==> src/rtl/queue_counter_if.sv <==
// Sensor inputs and occupancy/status outputs of the queue counter.
// The master side drives the raw sensors; the slave side drives the count and status.
interface queue_counter_if #(
  parameter int CW = 4
);
  logic          back_sensor;
  logic          front_sensor;
  logic [CW-1:0] pcount;
  logic          empty;
  logic          full;
  logic          ovf_pulse;
  logic          unf_pulse;
  logic          err_sticky;

  modport master (
    output back_sensor, front_sensor,
    input  pcount, empty, full, ovf_pulse, unf_pulse, err_sticky
  );

  modport slave (
    input  back_sensor, front_sensor,
    output pcount, empty, full, ovf_pulse, unf_pulse, err_sticky
  );
endinterface

==> src/rtl/queue_counter.sv <==
// Queue occupancy counter: synchronises and debounces the entry/exit photo-sensors,
// then tracks occupancy with a saturating EMPTY/PARTIAL/FULL state machine.
module queue_counter #(
  parameter int CAPACITY   = 7,
  parameter int DEB_CYCLES = 4,
  parameter int CW         = 4
) (
  input logic           clk,
  input logic           rst,
  queue_counter_if.slave qif
);
  typedef enum logic [1:0] {S_EMPTY, S_PARTIAL, S_FULL} state_t;

  localparam logic [CW-1:0] CAP      = CW'(CAPACITY);
  localparam logic [3:0]    DEB_LAST = 4'(DEB_CYCLES - 1);

  // Index 0 is the entry (back) sensor, index 1 the exit (front) sensor.
  logic [1:0] raw;
  logic [1:0] ev;

  assign raw = {qif.front_sensor, qif.back_sensor};

  generate
    for (genvar gi = 0; gi < 2; gi++) begin : g_sensor
      logic       s1_q, s2_q, acc_q, prev_q;
      logic       acc_d;
      logic [3:0] cnt_q, cnt_d;

      always_comb begin
        acc_d = acc_q;
        cnt_d = 4'd0;
        if (s2_q != acc_q) begin
          if (cnt_q == DEB_LAST) begin
            acc_d = s2_q;
          end else begin
            cnt_d = cnt_q + 4'd1;
          end
        end
      end

      always_ff @(posedge clk) begin
        if (rst) begin
          s1_q   <= 1'b0;
          s2_q   <= 1'b0;
          acc_q  <= 1'b0;
          prev_q <= 1'b0;
          cnt_q  <= 4'd0;
        end else begin
          s1_q   <= raw[gi];
          s2_q   <= s1_q;
          acc_q  <= acc_d;
          prev_q <= acc_q;
          cnt_q  <= cnt_d;
        end
      end

      assign ev[gi] = acc_q & ~prev_q;
    end
  endgenerate

  logic          ent, ext;
  state_t        state_q, state_d;
  logic [CW-1:0] pcount_q, pcount_d;
  logic [CW-1:0] pc_inc, pc_dec;
  logic          empty_q, empty_d, full_q, full_d;
  logic          ovf_q, ovf_d, unf_q, unf_d, err_q, err_d;

  assign ent    = ev[0];
  assign ext    = ev[1];
  assign pc_inc = pcount_q + CW'(1);
  assign pc_dec = pcount_q - CW'(1);

  // A simultaneous entry and exit nets to zero in every state, so only lone events act.
  always_comb begin
    state_d  = state_q;
    pcount_d = pcount_q;
    ovf_d    = 1'b0;
    unf_d    = 1'b0;
    if (ent && !ext) begin
      case (state_q)
        S_EMPTY: begin
          pcount_d = CW'(1);
          state_d  = (CAP == CW'(1)) ? S_FULL : S_PARTIAL;
        end
        S_PARTIAL: begin
          pcount_d = pc_inc;
          state_d  = (pc_inc == CAP) ? S_FULL : S_PARTIAL;
        end
        S_FULL:  ovf_d = 1'b1;
        default: state_d = S_EMPTY;
      endcase
    end else if (ext && !ent) begin
      case (state_q)
        S_FULL, S_PARTIAL: begin
          pcount_d = pc_dec;
          state_d  = (pc_dec == '0) ? S_EMPTY : S_PARTIAL;
        end
        S_EMPTY: unf_d = 1'b1;
        default: state_d = S_EMPTY;
      endcase
    end
    empty_d = (state_d == S_EMPTY);
    full_d  = (state_d == S_FULL);
    err_d   = err_q | ovf_d | unf_d;
  end

  always_ff @(posedge clk) begin
    if (rst) begin
      state_q  <= S_EMPTY;
      pcount_q <= '0;
      empty_q  <= 1'b1;
      full_q   <= 1'b0;
      ovf_q    <= 1'b0;
      unf_q    <= 1'b0;
      err_q    <= 1'b0;
    end else begin
      state_q  <= state_d;
      pcount_q <= pcount_d;
      empty_q  <= empty_d;
      full_q   <= full_d;
      ovf_q    <= ovf_d;
      unf_q    <= unf_d;
      err_q    <= err_d;
    end
  end

  assign qif.pcount     = pcount_q;
  assign qif.empty      = empty_q;
  assign qif.full       = full_q;
  assign qif.ovf_pulse  = ovf_q;
  assign qif.unf_pulse  = unf_q;
  assign qif.err_sticky = err_q;
endmodule

==> src/flat_wrapper.sv <==
// flat-port wrapper written by rule: the top's interface ports become plain ports
module queue_counter_flat 
#(
  parameter int CAPACITY   = 7,
  parameter int DEB_CYCLES = 4,
  parameter int CW         = 4
)
  (clk, rst, qif_back_sensor, qif_front_sensor, qif_pcount, qif_empty, qif_full, qif_ovf_pulse, qif_unf_pulse, qif_err_sticky);
  queue_counter_if #(.CW(CW)) qif_i ();
  input logic clk;
  input logic rst;
  input wire logic [$bits(qif_i.back_sensor)-1:0] qif_back_sensor;
  input wire logic [$bits(qif_i.front_sensor)-1:0] qif_front_sensor;
  output wire logic [$bits(qif_i.pcount)-1:0] qif_pcount;
  output wire logic [$bits(qif_i.empty)-1:0] qif_empty;
  output wire logic [$bits(qif_i.full)-1:0] qif_full;
  output wire logic [$bits(qif_i.ovf_pulse)-1:0] qif_ovf_pulse;
  output wire logic [$bits(qif_i.unf_pulse)-1:0] qif_unf_pulse;
  output wire logic [$bits(qif_i.err_sticky)-1:0] qif_err_sticky;
  assign qif_i.back_sensor = qif_back_sensor;
  assign qif_i.front_sensor = qif_front_sensor;
  assign qif_pcount = qif_i.pcount;
  assign qif_empty = qif_i.empty;
  assign qif_full = qif_i.full;
  assign qif_ovf_pulse = qif_i.ovf_pulse;
  assign qif_unf_pulse = qif_i.unf_pulse;
  assign qif_err_sticky = qif_i.err_sticky;
  queue_counter #(.CAPACITY(CAPACITY), .DEB_CYCLES(DEB_CYCLES), .CW(CW)) u_core (.clk(clk), .rst(rst), .qif(qif_i));
endmodule
==> config.mk <==
export PLATFORM = sky130hd
export DESIGN_NAME = queue_counter_flat
export DESIGN_NICKNAME = d
export VERILOG_FILES = /design/src/rtl/queue_counter_if.sv /design/src/rtl/queue_counter.sv /design/src/flat_wrapper.sv
export SDC_FILE = /design/constraint.sdc
export NUM_CORES = 1
export LEC_CHECK = 0
export CELL_PAD_IN_SITES_DETAIL_PLACEMENT = 1
export CELL_PAD_IN_SITES_GLOBAL_PLACEMENT = 2
export CORE_ASPECT_RATIO = 1.1
export CORE_UTILIZATION = 33
export CTS_BUF_LIST = sky130_fd_sc_hd__clkbuf_4
export DETAILED_ROUTE_END_ITERATION = 10
export PLACE_DENSITY = 0.76
export SYNTH_ARGS = -nofsm -noshare
export SYNTH_HDL_FRONTEND = slang
export SYNTH_SLANG_ARGS = --single-unit
==> constraint.sdc <==
create_clock -name clk -period 1.5 [get_ports clk]
set_input_delay 0.15 -clock clk [delete_from_list [all_inputs] [get_ports clk]]
set_output_delay 0.15 -clock clk [all_outputs]
set_load 0.1 [all_outputs]
==> results of run 1 <==
## worst max-delay path, stage by stage (launching register included)
cell      delay [ns]
dfxtp_1         0.34
nand2b_4        0.12
inv_2           0.04
ha_4            0.17
buf_6           0.13
a211oi_4        0.30
o21ai_1         0.13
a22oi_1         0.19
nor2_1          0.06
## Yosys cell counts (2+ instances only)
cell type  number  area [µm²]
nor2_1         19        71.3
nor3b_1         2        15.0
a31oi_1         2        12.5
xnor2_1         4        35.0
nand3_1         8        40.0
buf_6           3        33.8
o21ai_0         9        45.0
nand2_1         6        22.5
ha_1           12         150
xor2_1          2        17.5
nor2b_1         6        37.5
dfxtp_1        27         541
inv_1          11        41.3
a21oi_1         7        35.0
nand2b_1        4        25.0
o211ai_1        2        15.0
mux2i_1         2        20.0
o31ai_1         2        15.0
buf_4           2        15.0
or3_1           3        18.8
## power by group through the flow
stage / combinational, W / sequential [W] / clock [W]
finish: 0.0000335 / 0.000720 / 0.000333
global route: 0.0000367 / 0.000722 / 0.000373
CTS: 0.0000340 / 0.000721 / 0.000347
detailed placement: 0.0000338 / 0.000738 / 0
global placement: 0.0000326 / 0.000737 / 0
floorplan: 0.0000183 / 0.000737 / 0
## flip-flops by register name, summed over array words and instances, names as in the netlist
| signal | flops |
|---|---|
| u_core.g_sensor.cnt_q | 8 |
| u_core.qif.pcount | 4 |
| u_core.g_sensor.acc_q | 2 |
| u_core.g_sensor.prev_q | 2 |
| u_core.g_sensor.s1_q | 2 |
| u_core.g_sensor.s2_q | 2 |
| u_core.state_q | 2 |
| u_core.qif.empty | 1 |
| u_core.qif.err_sticky | 1 |
| u_core.qif.full | 1 |
| u_core.qif.ovf_pulse | 1 |
| u_core.qif.unf_pulse | 1 |
## area by class of cell
class / count / area, µm² / share of cell area, %
clock buffer: 3 / 22.5 / 1.13
clock inverter: 1 / 7.51 / 0.376
inverter: 11 / 43.8 / 2.19
multi-input combinational: 109 / 876 / 43.9
sequential: 27 / 561 / 28.1
tap: 52 / 65.1 / 3.26
timing repair buffer: 39 / 420 / 21.1
## per-stage QoR
step	total power (W)	worst slack [ns]
2_1_floorplan	0.000755	-0.223
3_3_place_gp	0.000770	-0.0701
3_5_place_dp	0.000772	-0.132
4_1_cts	0.00110	-0.0776
5_1_grt	0.00113	-0.174
6_report	0.00109	-0.0742
## cell families after synthesis
| kind of cell | after synthesis | synth area share, % |
|---|---|---|
| DFF | 27 | 38.3 |
| and+or+nand+nor | 59 | 22.8 |
| muxes | 2 | 1.42 |
| buffers and inverters | 19 | 8.07 |
| AOI/OAI and AO/OA | 30 | 15.1 |
| adders and majority gates | 12 | 10.6 |
| xor gates and xnor gates | 6 | 3.72 |
## final timing paths
path / start / endpoint / cells after the start
worst min register to register: u_core.g_sensor[0].s1_q / u_core.g_sensor[0].s2_q / 1
worst min-delay path: qif_back_sensor / u_core.g_sensor[0].s1_q / 2
worst max register to register: u_core.g_sensor[0].prev_q / u_core.qif.pcount[3] / 8
worst max-delay path: u_core.g_sensor[0].prev_q / u_core.qif.pcount[3] / 8
## per-layer routing
layer | track usage [%] | wire length [µm] | vias up
met4 | 5.68 | 51 | 0
li1 | - | - | 597
met2 | 32.2 | 1820 | 12
met5 | 0 | 0 | -
met3 | 2.90 | 74 | 4
met1 | 16.7 | 1350 | 568
## repair_timing
action / 4_1_cts / 5_1_grt
buffers inserted: 5 / 1
hold buffers: 0 / 0
resized for setup: 17 / 17
endpoints found under the setup margin: 7 / 7
pin swaps: 8 / 7
==> summary.txt, run 1 <==
drt total wl: 3300 µm
Die W: 64.4 µm
Die Ht: 70.6 µm
# nets final: 207
worst-margin pin slew: 0.326 ns
GRT Util Overall: 16.3%
PD cells: 545 nW/µm²
Final Instance Area: 2000 µm²
Sink Count: 27
area grow syn2layout: 41.4%
switching part of the total: 23.0%
number of synthesis warnings: 0
Final Cycle Share: 105%
Final Hold Viols: 0
row cnt: 24
max-cap viol count: 0
Synth Net Count: 171
asr flop ratio synth: 0%
Logic pwr share: 3.1%
largest net degree at the start of global routing: 17
initial antenna violation count: 0
mean number of vias per cell: 4.88
Syn Inst Count: 155
initial core utilization: 35.1%
fmax: 0.635 GHz
clk buf depth: 2
die area: 4540 µm²
Cell Area, Placed: 1800 µm²
Antenna diodes: 0
Core Region: 4020 µm²
post-synthesis area per instance: 9.11 µm²
library cells used by synthesis: 42
placed wire-length estimate: 2520 µm
number of synthesized flops with an enable pin: 0
leak pwr: 0.757 nW
synthesized flop and latch total: 27
Seq/Total Area, Yosys: 38.3%
First-pass DRT Iterations: 4
WHS: 0.345 ns
Max-slew headroom: 78.2%
DRC viols: 0
Final GP Congestion: 0.809
Tmin final: 1.57 ns
fillcell total: 476
Min-Delay Path Class: input port to flop
clock power share: 30.6%
commonest non-fill, non-tap cell in the layout: buf_4
worst skew pair latency: 0.33 ns
Cells after DPL: 232
first-pass GRT wire length: 5780 µm
# setup viols final: 3
Setup WS post-layout: -0.0742 ns
mapped cell area: 1410 µm²
post-route ant nets: 0
TritonCTS clock tree: done
io pins: 13
internal power: 0.000837 W
Num CTS Buffers: 3
status: finished, violations left
peak supply drop: 0.294 mV
CP Data Required Time: 1.75 ns
arrival time worst endpoint: 1.82 ns
Core Util, Final: 49.6%
Switch Pwr: 0.000250 W
RSZ-0062 raised after global routing: yes
H-tree depth: 1
Setup Skew: 0.00421 ns
Routed WL per cell: 13.6 µm
grt ovf: 0
commonest cells after routing, fill and taps aside: buf_4 (25), nor2_1 (19), dfxtp_1 (19)
nature of the critical path endpoint: flop
top_reg_cell synth: dfxtp_1
share of cells above drive strength 1: 40.0%
CTS clk-pin slew, worst paths: 0.15 ns
DRT iter0 DRCs: 10
Layout Cells excl Fill: 242
worst-path fanout max: 6
R2R setup slack: -0.07 ns
Seq pwr share: 66.3%
Root Buffer: clkbuf_4
CP startpoint kind: flop
via count: 1181
number of global-route vias before repair: 1318
IO Port Bufs: 12
critical path class: flop to flop
failing checks: setup timing
fin. max-slew vios: 0
TNS Setup: -0.113 ns
No activity file was read; power rests on OpenSTA's default activity.
==> inputs of run 2 (changes only) <==
Settings changed: CTS_CLUSTER_DIAMETER set to 100.
==> results of run 2 <==
The final DEF is identical to that of run 1; final timing and power are the same.
